===== src/rtl/maquina_rtc_rw.sv =====
`default_nettype none
// ============================================================================
//  Module   : maquina_rtc_rw
//  Purpose  : Burst read/write sequencer for a multiplexed address/data RTC
//             bus. Each register transfer is four timed phases: address
//             active, address recovery, data active, data recovery.
//  Revision : 1.0 - initial release
// ============================================================================
module maquina_rtc_rw #(
    parameter int                 N_REG     = 6,
    parameter int                 T_FASE    = 4,
    parameter logic [N_REG*8-1:0] DIR_TABLA = {8'h26, 8'h25, 8'h24, 8'h23, 8'h22, 8'h21}
) (
    input  logic               clk,
    input  logic               reset,
    input  logic               Escritura,
    input  logic               Lectura,
    input  logic [N_REG*8-1:0] Datos_Esc,
    input  logic [7:0]         Dato_Dire_in,
    output logic               CS,
    output logic               WR,
    output logic               RD,
    output logic               AD,
    output logic [7:0]         Dato_Dire,
    output logic               Dato_oe,
    output logic [N_REG*8-1:0] Datos_Lec,
    output logic               Ocupado,
    output logic               Term_Esc,
    output logic               Term_Lec
);

    localparam logic [2:0] c_ST_IDLE    = 3'd0;
    localparam logic [2:0] c_ST_DIR_ACT = 3'd1;
    localparam logic [2:0] c_ST_DIR_REC = 3'd2;
    localparam logic [2:0] c_ST_DAT_ACT = 3'd3;
    localparam logic [2:0] c_ST_DAT_REC = 3'd4;
    localparam logic [2:0] c_ST_FIN     = 3'd5;

    localparam logic [7:0] c_FASE_ULT = 8'(T_FASE - 1);
    localparam logic [3:0] c_IDX_ULT  = 4'(N_REG - 1);

    logic [2:0]         r_st;
    logic [7:0]         r_fase;
    logic [3:0]         r_idx;
    logic               r_modo;      // 1 = write burst, 0 = read burst
    logic               r_esc_ant;
    logic               r_lec_ant;
    logic [N_REG*8-1:0] r_snap;

    logic               w_esc_flanco;
    logic               w_lec_flanco;
    logic               w_req;
    logic               w_fase_fin;
    logic [2:0]         w_st_nx;
    logic [7:0]         w_fase_nx;
    logic [3:0]         w_idx_nx;
    logic               w_modo_nx;
    logic [7:0]         w_dir_byte;
    logic [7:0]         w_dat_byte;

    assign w_esc_flanco = Escritura & ~r_esc_ant;
    assign w_lec_flanco = Lectura & ~r_lec_ant;
    assign w_req        = w_esc_flanco | w_lec_flanco;
    assign w_fase_fin   = (r_fase == c_FASE_ULT);

    // Bytes selected by the upcoming register index, so the output registers
    // already carry the right address/data in the first cycle of a phase.
    assign w_dir_byte = 8'(DIR_TABLA >> {w_idx_nx, 3'b000});
    assign w_dat_byte = 8'(r_snap >> {w_idx_nx, 3'b000});

    // Next-state, phase counter and register index sequencing
    always_comb begin
        w_st_nx   = r_st;
        w_fase_nx = r_fase;
        w_idx_nx  = r_idx;
        w_modo_nx = r_modo;
        case (r_st)
            c_ST_IDLE: begin
                if (w_req) begin
                    w_st_nx   = c_ST_DIR_ACT;
                    w_fase_nx = 8'd0;
                    w_idx_nx  = 4'd0;
                    w_modo_nx = w_esc_flanco;   // write wins on a tie
                end
            end
            c_ST_DIR_ACT, c_ST_DIR_REC, c_ST_DAT_ACT, c_ST_DAT_REC: begin
                if (w_fase_fin) begin
                    w_fase_nx = 8'd0;
                    case (r_st)
                        c_ST_DIR_ACT: w_st_nx = c_ST_DIR_REC;
                        c_ST_DIR_REC: w_st_nx = c_ST_DAT_ACT;
                        c_ST_DAT_ACT: w_st_nx = c_ST_DAT_REC;
                        default: begin
                            if (r_idx < c_IDX_ULT) begin
                                w_idx_nx = r_idx + 4'd1;
                                w_st_nx  = c_ST_DIR_ACT;
                            end else begin
                                w_st_nx  = c_ST_FIN;
                            end
                        end
                    endcase
                end else begin
                    w_fase_nx = r_fase + 8'd1;
                end
            end
            c_ST_FIN: w_st_nx = c_ST_IDLE;
            default:  w_st_nx = c_ST_IDLE;
        endcase
    end

    // Control state, edge history and write-data snapshot
    always_ff @(posedge clk or posedge reset) begin
        if (reset) begin
            r_st      <= c_ST_IDLE;
            r_fase    <= 8'd0;
            r_idx     <= 4'd0;
            r_modo    <= 1'b0;
            r_esc_ant <= 1'b0;
            r_lec_ant <= 1'b0;
            r_snap    <= '0;
        end else begin
            r_st      <= w_st_nx;
            r_fase    <= w_fase_nx;
            r_idx     <= w_idx_nx;
            r_modo    <= w_modo_nx;
            r_esc_ant <= Escritura;
            r_lec_ant <= Lectura;
            if ((r_st == c_ST_IDLE) && w_esc_flanco) begin
                r_snap <= Datos_Esc;
            end
        end
    end

    // Registered bus strobes and status, decoded from the next state
    always_ff @(posedge clk or posedge reset) begin
        if (reset) begin
            CS        <= 1'b1;
            WR        <= 1'b1;
            RD        <= 1'b1;
            AD        <= 1'b1;
            Dato_Dire <= 8'd0;
            Dato_oe   <= 1'b0;
            Ocupado   <= 1'b0;
            Term_Esc  <= 1'b0;
            Term_Lec  <= 1'b0;
        end else begin
            CS        <= 1'b1;
            WR        <= 1'b1;
            RD        <= 1'b1;
            AD        <= 1'b1;
            Dato_Dire <= 8'd0;
            Dato_oe   <= 1'b0;
            Ocupado   <= (w_st_nx != c_ST_IDLE);
            Term_Esc  <= (w_st_nx == c_ST_FIN) &  w_modo_nx;
            Term_Lec  <= (w_st_nx == c_ST_FIN) & ~w_modo_nx;
            case (w_st_nx)
                c_ST_DIR_ACT: begin
                    CS        <= 1'b0;
                    WR        <= 1'b0;
                    AD        <= 1'b0;
                    Dato_Dire <= w_dir_byte;
                    Dato_oe   <= 1'b1;
                end
                c_ST_DAT_ACT: begin
                    CS <= 1'b0;
                    if (w_modo_nx) begin
                        WR        <= 1'b0;
                        Dato_Dire <= w_dat_byte;
                        Dato_oe   <= 1'b1;
                    end else begin
                        RD <= 1'b0;
                    end
                end
                default: ;
            endcase
        end
    end

    // Read capture: only the final cycle of a read data phase is sampled
    always_ff @(posedge clk or posedge reset) begin
        if (reset) begin
            Datos_Lec <= '0;
        end else if ((r_st == c_ST_DAT_ACT) && !r_modo && w_fase_fin) begin
            for (int b = 0; b < N_REG; b++) begin
                if (r_idx == 4'(b)) begin
                    Datos_Lec[b*8 +: 8] <= Dato_Dire_in;
                end
            end
        end
    end

endmodule
`default_nettype wire


===== config.mk =====
export PLATFORM = sky130hd
export DESIGN_NAME = maquina_rtc_rw
export DESIGN_NICKNAME = d
export VERILOG_FILES = /design/src/rtl/maquina_rtc_rw.sv
export SDC_FILE = /design/constraint.sdc
export NUM_CORES = 1
export LEC_CHECK = 0
export CORE_MARGIN = 2
export CORE_UTILIZATION = 35
export CTS_CLUSTER_SIZE = 10
export DETAILED_ROUTE_END_ITERATION = 16
export PLACE_DENSITY = 0.71
export RECOVER_POWER = 25
export SLEW_MARGIN = 15
export SYNTH_ARGS = -nofsm -noshare
export SYNTH_HDL_FRONTEND = slang
export SYNTH_SLANG_ARGS = --single-unit

===== constraint.sdc =====
create_clock -name clk -period 4.3 [get_ports clk]
set_input_delay 0.86 -clock clk [delete_from_list [all_inputs] [get_ports clk]]
set_output_delay 0.86 -clock clk [all_outputs]
set_load 0.05 [all_outputs]

### After elaboration in Yosys (flattened, before gate mapping)

Index checks and enable logic that the tools add are counted.
W data, S select, Z words.

* bits in registers: 130
* latch bits: 0
* RAM bits: 0
* ROM bits: 0
* output and inout bits: 64
* memories: 0

* add/subtract/negate cells: 2
* $mul: 0
* divide/modulo/power cells: 0
* magnitude comparators: 1
* eq/ne operators: 14
* shifts and indexed selects: 2
* muxes and demuxes: 24
* bitwise logic cells: 8
* reductions and logical operators: 18

Operator list (number)
* $shr A48 B7 Y8: 1
* $shr A46 B7 Y8 const A: 1
* $pmux W8 S2: 2
* $mux W8: 3
* $mux W4: 4
* $reduce_and A2 Y1: 7
* $eq A3 B2 Y1 const B: 3
* $mux W3: 3
* $pmux W3 S3: 1
* $add A8 B1 Y8 const B: 1
* $eq A4 B2 Y1 const B: 2
* $eq A4 B3 Y1 const B: 2
* $eq A8 B2 Y1 const B: 1
* $pmux W4 S2: 1
* $mux W1: 7
* $eq A3 B1 Y1 const B: 2
* $eq A3 B3 Y1 const B: 2
* $pmux W3 S2: 1
* $add A4 B1 Y4 const B: 1
* $and A1 B1 Y1: 4
* $eq A4 B1 Y1 const B: 1
* $logic_not A4 Y1: 1
* $lt A4 B3 Y1 const B: 1
* $pmux W1 S2: 2
* other kinds (11): 15

### Logic depth before layout (Yosys ltp)

* depth in word-level cells: 8
* depth in mapped cells: 12
* depth with buffers taken out: 11

### Worst setup path before layout

OpenSTA, ideal clock, no wires.

* kind: register to register
* start point: register r_idx[0]
* end point: register Dato_Dire[0]
* setup time: 0.090 ns
* arrival: 2.407 ns
* slack: 1.802 ns
* cell stages (with the launch flop): 12
* buffers on the path: 2
* cell sequence: dfrtp_1 -> clkbuf_1 -> inv_1 -> ha_1 -> nor2b_1 -> and4bb_4 -> and4_4 -> or2_4 -> buf_12 -> mux2i_1 -> mux2_4 -> o31ai_4

* word-level cells in the longest chain between the ends: 8

Ends and longest elaborated chain
* start: declaration: line 44 `logic [3:0] r_idx;`
* start signal: assignment: line 124 `r_idx <= w_idx_nx;`
* $add A4 B1 Y4 / $lt A4 B3 Y1 (equally long branches): line 95, 94
* $mux W4 (*): line 94 `if (r_idx < c_IDX_ULT) begin`
* $mux W4 (*): line 89 `case (r_st)`
* $mux W4 (*): line 87 `if (w_fase_fin) begin`
* $pmux W4 S2 (*): line 77 `case (r_st)`
* named net w_idx_nx[1]: line 56 `logic [3:0] w_idx_nx;`
* $shr A48 B7 Y8: line 69 `assign w_dat_byte = 8'(r_snap >> {w_idx_nx, 3'b000});`
* $mux W8: line 166 `if (w_modo_nx) begin`
* $pmux W8 S2 (*): line 156 `case (w_st_nx)`
* end signal: assignment: line 161 `Dato_Dire <= w_dir_byte;`
* end signal: assignment: line 168 `Dato_Dire <= w_dat_byte;`
* end: declaration: line 24 `output logic [7:0] Dato_Dire,`

The timed path passes the listed nets; every way through them passes the cells marked *.
A chain may end at the register's enable or synchronous reset.

### Final worst setup path

* start point: input Escritura
* end point: register Dato_Dire[6]

* word-level cells in the longest chain between the ends: 7

Ends and longest elaborated chain
* start: declaration: line 16 `input logic Escritura,`
* $and A1 B1 Y1 (*): line 61 `assign w_esc_flanco = Escritura & ~r_esc_ant;`
* $or A1 B1 Y1: line 63 `assign w_req = w_esc_flanco | w_lec_flanco;`
* $mux W4: line 79 `if (w_req) begin`
* $pmux W4 S2: line 77
* $shr A48 B7 Y8: line 69
* $mux W8: line 166
* $pmux W8 S2 (*): line 156

Every way passes the cells marked *; elsewhere a longest branch is shown, timed or not.

==> flow_metrics.py <==
metrics = {
    "status": {
        "status": "finished with violations",
        "violations": "max-capacitance violations, max-slew violations",
    },
    "clocking": {
        "ctsHoldBuffers": 0,
        "clock_latency_ns": 0.42,
        "cts_sinks": 130,
        "post_cts_buffers": 0,
        "cts-root-buf": "clkbuf_16",
        "h-tree-depth": 4,
        "clock_path_buffers": 2,
        "cts_tree": "done",
        "cts_resized": 0,
        "clkTransAtPathRegs_ns": 0.06,
        "cts_made_buffers": 17,
    },
    "route": {
        "first_pass_iters": 5,
        "wl_um": 13500,
        "drt_iter0_markers": 235,
        "wire_per_inst_um": 16.9,
        "num_vias": 4020,
        "antenna_left": 0,
        "route.detailed.drc": 0,
        "routed_via_density": 5.03,
    },
    "die": {
        "die_h_um": 132,
        "die_w_um": 132,
        "die_area_mm2": 0.0175,
        "start_util": 0.361,
        "ios": 124,
        "row_count": 46,
        "core_mm2": 0.0160,
    },
    "logic_synthesis": {
        "ys_seq_elements": 130,
        "synthTopCellsByArea": "dfrtp_1 (55%), mux2_2 (13%), mux2_1 (6.6%)",
        "synthesis.nets": 509,
        "netlist_area_mm2": 0.00577,
        "syn_inst": 442,
        "yosys_warnings": 0,
        "synth_edf_count": 0,
        "async_flop_share": 1.00,
        "synthDistinctLibCells": 59,
        "yosys.area.top_type": "dfrtp_1",
        "yosys.area.top_type_share": 0.546,
        "ys_seq_area_frac": 0.565,
        "synth-main-ff-cell": "dfrtp_1",
        "syn_avg_cell_area_um2": 13.1,
    },
    "worst_setup_path": {
        "crit_family": "compound AO/OA/AOI/OAI gates",
        "crit_buf_inv": 2,
        "crit_slowest_cell": "a32oi_2",
        "crit_path_max_fanout": 13,
        "ff2ff_setup_slack_ns": 1.24,
        "cp.arrival_ns": 3.41,
        "crit_path_end": "Dato_Dire[6]$_DFF_PP0_",
        "reg2reg_depth": 9,
        "cp.required_ns": 4.63,
        "timing.rr.end": "Dato_Dire[6]$_DFF_PP0_",
        "startpoint_type": "input port",
        "r2r-start": "r_fase[0]$_DFFE_PP0P_",
        "critPathKind": "input port to flop",
        "cp_cell_sequence": "dlygate4sd3_1 -> nor2b_1 -> o21ai_1 -> a32oi_2 -> buf_4 -> mux2i_1 -> mux2_2 -> o22ai_1",
        "worst-path-stages": 8,
        "slowest_delay_ns": 0.65,
        "end_kind": "flop",
        "crit_start": "Escritura",
    },
    "power": {
        "vdd_drop_max_mv": 0.280,
        "power_density_mw_per_mm2": 375,
        "p_leak_nw": 3.54,
    },
    "min_path": {
        "min_path_type": "flop to flop",
    },
    "finish": {
        "diodes": 0,
        "layout.nets": 637,
        "postLayoutCellArea_mm2": 0.00785,
        "layout-drive-gt1-share": 0.209,
        "syn2layout_area_growth_pct": 36.0,
    },
    "global_route": {
        "grt_pass1_wl_um": 22400,
        "grt_pass1_vias": 4311,
        "overflow": 0,
        "track_usage": 0.164,
        "antenna_found_initial": 0,
        "grt_start_max_net_pins": 131,
    },
    "sta": {
        "finalHoldViolations": 0,
        "relSlewSlack": -0.139,
        "finalSetupViolCount": 0,
        "timing_worst_slew_pin_value_ns": 1.71,
        "slew_violations": 131,
        "fin_skew_ns": 0.00609,
        "fin_setup_tns_ns": 0,
        "fmax_mhz": 324,
        "fin_crit_ns": 3.08,
        "rsz0062_at_grt": "no",
        "fin_crit_sh": 0.717,
    },
    "placement": {
        "hpwl_um": 9700,
        "port_buffers": 123,
        "gp_congestion": 0.923,
        "post_dp_cell_area_mm2": 0.00722,
    },
    "job": {
        "maxCapViolCount": 1,
    },
}
-- worst reg2reg max path, delay by kind of cell, from the launching register on --
kind                       cells  cell delay [ns]
and+or+nand+nor                2             0.60
buffers and inverters          1             0.29
muxes                          3             0.71
AOI/OAI and AO/OA              2             0.75
adders and majority gates      1             0.23
DFF                            1             0.41
-- placed cells by master (no fill, tap or decap), types with 4 or more instances in the layout --
| cell type | count |
|---|---|
| dfstp_2 | 4 |
| o22ai_1 | 6 |
| o21ai_0 | 18 |
| o211ai_1 | 7 |
| dfrtp_1 | 126 |
| bufinv_16 | 4 |
| ha_1 | 7 |
| nor2_1 | 17 |
| mux2i_1 | 20 |
| a21oi_1 | 4 |
| nand3_1 | 12 |
| mux2_2 | 67 |
| nor2b_1 | 4 |
| inv_1 | 13 |
| clkbuf_16 | 17 |
| nor3_1 | 4 |
| and2_1 | 6 |
| mux2_1 | 34 |
| nand2_1 | 24 |
| clkdlybuf4s50_1 | 120 |
-- flip-flops by register name, indices dropped and copies added (netlist names), 3 cells and up --
signal     cells
r_snap        48
r_fase         8
r_st           3
r_idx          4
Datos_Lec     48
Dato_Dire      8
-- how the worst min path moves through the flow --
stage	start	depth (start not counted)	to
after floorplan	r_snap[17]$_DFFE_PP0P_	1	r_snap[17]$_DFFE_PP0P_
after global placement	Datos_Lec[2]$_DFFE_PP0P_	1	Datos_Lec[2]$_DFFE_PP0P_
after detailed placement	Datos_Lec[14]$_DFFE_PP0P_	1	Datos_Lec[14]$_DFFE_PP0P_
after CTS	Datos_Lec[14]$_DFFE_PP0P_	1	Datos_Lec[14]$_DFFE_PP0P_
after global routing	Datos_Lec[13]$_DFFE_PP0P_	1	Datos_Lec[13]$_DFFE_PP0P_
final	Datos_Lec[14]$_DFFE_PP0P_	1	Datos_Lec[14]$_DFFE_PP0P_
-- stage by stage --
stage | hold slack (ns) | std cells | power [mW] | setup WS, ns | utilization
after global placement | 0.467 | 767 | 1.43 | 0.999 | 0.451
after CTS | 0.486 | 799 | 2.99 | 1.25 | 0.491
after global routing | 0.498 | 799 | 3.06 | 1.01 | 0.490
final | 0.484 | 799 | 2.94 | 1.22 | 0.490
after detailed placement | 0.474 | 767 | 1.44 | 0.884 | 0.451
after floorplan | 0.473 | 442 | 1.34 | 1.80 | -
-- cells in the mapped netlist, drive strengths merged, types with 2 or more instances --
cell type  count
and2           6
nand2         25
and3           2
nand3         12
a31oi          3
dfrtp        126
nor3           5
o211ai         7
nand4          2
a211oi         2
a32oi          2
o22ai          6
a21oi          4
mux2         102
o21ai         21
nand2b         2
a2bb2oi        2
or2            2
clkinv         2
mux2i         20
ha             7
buf           16
inv           16
dfstp          4
clkbuf         2
xor2           2
nor2          17
o31ai          3
nor2b          4
-- cell families (layout without fill, tap and decap cells) --
| kind of cell | after synthesis | count (layout) | synth area share |
|---|---|---|---|
| xor gates and xnor gates | 2 | 2 | 0.00304 |
| DFF | 130 | 130 | 0.565 |
| buffers and inverters | 36 | 177 | 0.0308 |
| adders and majority gates | 7 | 7 | 0.0152 |
| AOI/OAI and AO/OA | 60 | 60 | 0.0720 |
| muxes | 122 | 122 | 0.234 |
| and+or+nand+nor | 85 | 85 | 0.0800 |
-- report_power, final --
part           internal, mW  switching (mW)  leakage (nW)  total [mW]
combinational        0.0759          0.0911          1.54       0.167
sequential             1.24         0.00678          1.70        1.24
clock                  1.00           0.532         0.307        1.53
-- per-layer routing --
layer	part of all wire	vias up	track usage
met1	0.45	1983	0.205
li1	-	1855	-
met4	0.027	0	0.0771
met3	0.060	27	0.0515
met2	0.47	155	0.259
met5	0	-	0
-- final cells by class --
type                    instances  area, um^2
clock buffers                  20         457
repair buffers                127        1260
well taps                     216         270
fillers                      1410        8150
inverters                      18        75.1
clock inverters                12         180
flip-flops and latches        130        3260
multi-input cells             276        2340
Power figures use the tool's default switching activity.
